File: config.mk
export PLATFORM = sky130hd
export DESIGN_NAME = irq_pend8
export DESIGN_NICKNAME = d
export VERILOG_FILES = /design/src/rtl/irq_pend8.sv
export SDC_FILE = /design/constraint.sdc
export NUM_CORES = 1
export LEC_CHECK = 0
export ABC_AREA = 1
export CAP_MARGIN = 15
export CORE_UTILIZATION = 45
export CTS_CLUSTER_SIZE = 12
export DETAILED_ROUTE_END_ITERATION = 8
export PLACE_DENSITY = 0.77
export SYNTH_ARGS = -nofsm -noshare
export SYNTH_HDL_FRONTEND = slang
export SYNTH_SLANG_ARGS = --single-unit
File: constraint.sdc
create_clock -name clk -period 1.5 [get_ports clk]
set_input_delay 0.3 -clock clk [delete_from_list [all_inputs] [get_ports clk]]
set_output_delay 0.3 -clock clk [all_outputs]
set_load 0.01 [all_outputs]
File: src/rtl/irq_pend8.sv
// Eight-channel request capture with a fixed-priority (bit 7 highest) one-hot
// grant offered through a valid/ready handshake.
module irq_pend8 #(
  parameter int EDGE = 1
) (
  input  logic       clk,
  input  logic       rst,
  input  logic [7:0] req_in,
  input  logic [7:0] mask,
  input  logic       grant_ready,
  input  logic       clr_ovf,
  output logic [7:0] grant,
  output logic       grant_valid,
  output logic [7:0] pending,
  output logic       overflow
);

  typedef enum logic {IDLE, OFFER} state_t;

  state_t     state_q;
  logic [7:0] req_q;
  logic [7:0] pending_q;
  logic [7:0] grant_q;
  logic       grant_valid_q;
  logic       overflow_q;

  logic [7:0] ev;
  logic [7:0] clr_vec;
  logic [7:0] pending_d;
  logic [7:0] lost_vec;
  logic [7:0] eligible;
  logic [7:0] pick;
  logic       overflow_d;

  // The handshake edge retires exactly the bit currently on offer.
  assign clr_vec  = (state_q == OFFER && grant_ready) ? grant_q : 8'h00;
  assign eligible = pending_q & mask;

  for (genvar gi = 0; gi < 8; gi++) begin : g_chan
    if (EDGE != 0) begin : g_edge
      assign ev[gi] = req_in[gi] & ~req_q[gi];
    end else begin : g_level
      assign ev[gi] = req_in[gi];
    end
    // A new event wins over the clear; a merged event is only "lost" if the
    // bit is still pending afterwards without being retired on this edge.
    assign pending_d[gi] = (pending_q[gi] & ~clr_vec[gi]) | ev[gi];
    assign lost_vec[gi]  = ev[gi] & pending_q[gi] & ~clr_vec[gi];
  end

  always_comb begin
    pick = 8'h00;
    for (int i = 0; i < 8; i++) begin
      if (eligible[i]) pick = 8'h01 << i;
    end
  end

  always_comb begin
    overflow_d = overflow_q;
    if (EDGE == 0) begin
      overflow_d = 1'b0;
    end else if (|lost_vec) begin
      overflow_d = 1'b1;
    end else if (clr_ovf) begin
      overflow_d = 1'b0;
    end
  end

  always_ff @(posedge clk) begin
    if (rst) begin
      state_q       <= IDLE;
      req_q         <= 8'h00;
      pending_q     <= 8'h00;
      grant_q       <= 8'h00;
      grant_valid_q <= 1'b0;
      overflow_q    <= 1'b0;
    end else begin
      req_q      <= req_in;
      pending_q  <= pending_d;
      overflow_q <= overflow_d;
      case (state_q)
        IDLE: begin
          if (|eligible) begin
            grant_q       <= pick;
            grant_valid_q <= 1'b1;
            state_q       <= OFFER;
          end
        end
        OFFER: begin
          if (grant_ready) begin
            grant_q       <= 8'h00;
            grant_valid_q <= 1'b0;
            state_q       <= IDLE;
          end
        end
        default: begin
          grant_q       <= 8'h00;
          grant_valid_q <= 1'b0;
          state_q       <= IDLE;
        end
      endcase
    end
  end

  assign grant       = grant_q;
  assign grant_valid = grant_valid_q;
  assign pending     = pending_q;
  assign overflow    = overflow_q;

endmodule

== Word-level counts from Yosys, hierarchy flattened ==
Cells that the tools add are included.

* Equal/unequal tests: 2
* Multiplexer cells: 20
* Reduce and logical (&&, ||, !) cells: 5
* Bitwise gates (word level): 58

{| class="wikitable"
|+ Operator list
! operator !! number
|-
| $mux W8 || 9
|-
| $and A1 B1 Y1 || 32
|-
| $not A1 Y1 || 17
|-
| $pmux W8 S2 || 1
|-
| $reduce_or A8 Y1 || 2
|-
| $and A8 B8 Y8 || 1
|-
| $or A1 B1 Y1 || 8
|-
| $mux W1 || 7
|-
| $ne A2 B2 Y1 const B || 2
|-
| $pmux W1 S2 || 2
|-
| $mux W2 || 1
|-
| $reduce_and A2 Y1 || 1
|-
| $reduce_bool A2 Y1 || 1
|-
| $logic_and A1 B1 Y1 || 1
|}

* Output and inout port bits: 18
* Register bits: 27

== Longest topological paths before layout ==
* Word-level depth: 11
* Depth in mapped cells: 8
* Depth with buffers taken out: 7

== Least setup slack after synthesis ==
Ideal clock, no wire load.

* Path type: reg2reg
* Start point: register pending_q[2] (netlist: pending[2])
* End point: register grant_q[0] (netlist: grant[0])
* Slack: 0.409 ns
* Cell stages (with the launch flop): 8
* Buffers on the path: 0
* Library setup time: 0.066 ns
* Period minus slack after synthesis: 1.091 ns
* Data arrival time: 1.025 ns
* Cell sequence: dfxtp_1 -> nand2_1 -> nand2_1 -> nor2_2 -> nand2_4 -> nand2_8 -> nand3_4 -> a21oi_2

* Word-level cells in the longest chain between the ends: 9
* Elaborated cells on any way between the ends: 12
* Classes of those cells: eq/ne: 1; mux: 8; bitwise: 1; reduce/logical: 2

{| class="wikitable"
|+ Ends and longest elaborated chain
! what !! line !! source
|-
| from (decl) || 22 || <nowiki>logic [7:0] pending_q;</nowiki>
|-
| from (signal assigned) || 79 || <nowiki>pending_q <= pending_d;</nowiki>
|-
| $and A8 B8 Y8 (*) || 37 || <nowiki>assign eligible = pending_q & mask;</nowiki>
|-
| $mux W8 (6 in series) || 54 || <nowiki>if (eligible[i]) pick = 8'h01 << i;</nowiki>
|-
| $mux W8 || 83 || <nowiki>if (|eligible) begin</nowiki>
|-
| $pmux W8 S2 || 81 || <nowiki>case (state_q)</nowiki>
|-
| to (signal assigned) || 84 || <nowiki>grant_q <= pick;</nowiki>
|-
| to (decl) || 23 || <nowiki>logic [7:0] grant_q;</nowiki>
|}

Mark *: on every way between the ends. The rest lies on a longest branch, timed or not. The select of a mux whose other input is x is not followed.
A chain may end at the register's enable or synchronous reset.

== Final worst setup path ==
* Start point: register pending_q[6] (netlist: pending[6])
* End point: output pending[6]

{| class="wikitable"
|+ RTL lines
! what !! line !! source
|-
| to (decl) || 14 || <nowiki>output logic [7:0] pending,</nowiki>
|}

No word-level cell between the ends.

==> impl_metrics.toml <==
[logic_synthesis]
synth_adder_area_share = 0
yosysUniqueCellTypes = 21
synth-compound-area-share = 0.121
syn_nets = 176
yosysWarningCount = 0
synth-simple-area-share = 0.356
synth_top_area_share = 0.441
ys_seq_elements = 27
synthXorXnorAreaFrac = 0
synth_seq_area_share = 0.441
synth_edf_count = 0
synth_mux_area_frac = 0
yosysTopAreaCell = "dfxtp_1"
synthTopCellsByCount = "31 x nor2_1, 27 x dfxtp_1, 21 x nand2_1, 18 x inv_1"
synth_top_family_by_area = "simple AND/OR/NAND/NOR gates"
synthCells = 156
yosys-top-cells-area = "dfxtp_1 44%, nor2_1 9.5%, nand2_1 6.4%"
synth_ff_type = "dfxtp_1"
yosys.cell_count.top_type = "nor2_1"
syn_avg_cell_area_sq_um = 7.86
async_flop_share = 0
syn-cell-area_sq_mm = 0.00123

[sta]
max-slew-margin-rel = 0.832
hold_viol = 0
rsz0062_at_grt = "no"
skew_ps = 23.0
slew_viol_final = 0
finalCritPeriodShare = 0.891
setup_viol = 0
post-route-min-period_ps = 1340
fmax_mhz = 749
max_slew.worst_pin.slew_ps = 252

[final_layout]
fin_nets = 231
insertedDiodeCount = 0
stdcell_count = 240
fin_area_sq_mm = 0.00177
area_growth_pct = 44.7
drive_gt1_frac = 0.295

[setup_path]
slowest_stage = "dfxtp_2"
setup.worst_path.class = "flop to primary output"
arrival_ps = 1040
cp_max_fo = 5
cp-end-kind = "primary output"
startpoint_type = "flop"
cp_cell_sequence = "dlygate4sd2_1"
slowest_delay_ps = 400
critPathBufInv = 1
cp_top_family = "flip-flops"
worstPathRequired_ps = 1200

[cts]
clkTransAtPathRegs_ps = 160
cts_tree = "yes"
cts.sinks = 27
clockBufferDepth = 2
cts_buffers = 3
cts_root_buffer = "clkbuf_4"
clock_latency_ps = 340
cts-htree-levels = 1
cts_hold_buffers = 0

[pwr]
peakVddDrop_uv = 697
p_per_area_mw_per_mm2 = 854
p_leak_nw = 0.822

[run]
maxCapViolCount = 0

[global_route]
grt_max_degree = 21
grt_pass1_wl_microns = 4680
first_global_vias = 1156
grt_use_total = 0.222
antenna_found_initial = 0
grt_overflow = 0

[hold_path]
hold_path_class = "input port to flop"

[detailed_routing]
drtIter0Drc = 32
wirelength_microns = 2910
wl_per_cell_microns = 12.1
vias = 1209
postRouteAntennaNets = 0
drc = 0
drt_pass1_iterations = 4
viasPerCell = 5.04

[floorplanning]
die_y_microns = 54.2
io_pins = 38
row_count = 18
initial_utilization = 0.486
fp.dieArea_sq_mm = 0.00294
core_sq_mm = 0.00252
die_w_microns = 54.2

[place]
placed_cell_area_sq_mm = 0.00170
dp.cells = 230
port_buffers = 37
routabilityCongestion = 0.902
place_hpwl_microns = 2210

[run_status]
status = "complete, no violations"
-- per-layer routing --
metal / routed length (microns) / vias up / part of all wire / global-route usage
met5: 0 / - / 0 / 0
met4: 40 / 0 / 0.014 / 0.0983
met3: 137 / 6 / 0.047 / 0.0311
met2: 1510 / 34 / 0.52 / 0.423
met1: 1230 / 561 / 0.42 / 0.237
li1: - / 608 / - / -
-- area by class of cell --
| cell class | count | area (sq um) |
|---|---|---|
| Clock inverter | 1 | 7.51 |
| Inverter | 20 | 75.1 |
| Multi-Input combinational cell | 105 | 586 |
| Tap cell | 30 | 37.5 |
| Sequential cell | 27 | 558 |
| Clock buffer | 3 | 22.5 |
| Timing Repair Buffer | 54 | 488 |
| Fill cell | 228 | 748 |
-- state kept, by name, indices dropped and copies added, names as in the netlist --
register and flops:
grant_valid 1, overflow 1, grant 8, pending 8, state_q 1, req_q 8
-- where the power goes --
| part | internal, W | total [W] | switching (W) |
|---|---|---|---|
| clock | 0.000102 | 0.000332 | 0.000230 |
| sequential | 0.000768 | 0.000797 | 0.0000288 |
| combinational | 0.000181 | 0.000386 | 0.000205 |
-- repair_timing --
action,4_1_cts,5_1_grt
setup buffers,6,0
resized for setup,32,0
endpoints found under the setup margin,18,0
-- cells in the final DEF, fill, tap and decap left out --
cell type,count
a21oi_1,10
a21oi_2,8
buf_12,1
buf_4,16
clkbuf_4,3
clkdlybuf4s50_1,19
clkinvlp_4,1
dfxtp_1,13
dfxtp_2,14
dlygate4sd2_1,18
inv_1,18
inv_2,2
nand2_1,21
nand2_2,3
nand2_4,2
nand2_8,1
nand3_1,10
nand3_2,7
nand3_4,1
nand4_1,4
nor2_1,31
nor2_2,1
nor2_4,1
o21ai_0,4
o21ai_2,1
-- worst paths after layout --
path / start / to / slack, ps / cells after the start
setup reg to reg: state_q / overflow / 170 / 7
setup / recovery: pending[6] / pending[6] / 160 / 1
hold reg to reg: grant_valid / grant_valid / 490 / 2
hold / removal: req_in[3] / req_q[3] / 470 / 3
-- kinds of logic (layout without fill, tap and decap cells) --
group | Yosys count | count (layout)
and+or+nand+nor | 82 | 82
AOI/OAI and AO/OA | 23 | 23
DFF | 27 | 27
buffers and inverters | 24 | 78
-- per-stage QoR --
stage	utilization	power (W)	worst slack [ps]	setup TNS (ps)	hold slack (ps)
global placement	0.676	0.00119	-140	-171	449
floorplan	-	0.00102	409	0	425
finish	0.703	0.00152	164	0	473
CTS	0.703	0.00152	158	0	467
detailed placement	0.676	0.00120	-197	-538	476
global route	0.703	0.00159	24.8	0	457
(Power assumes the default switching activity.)
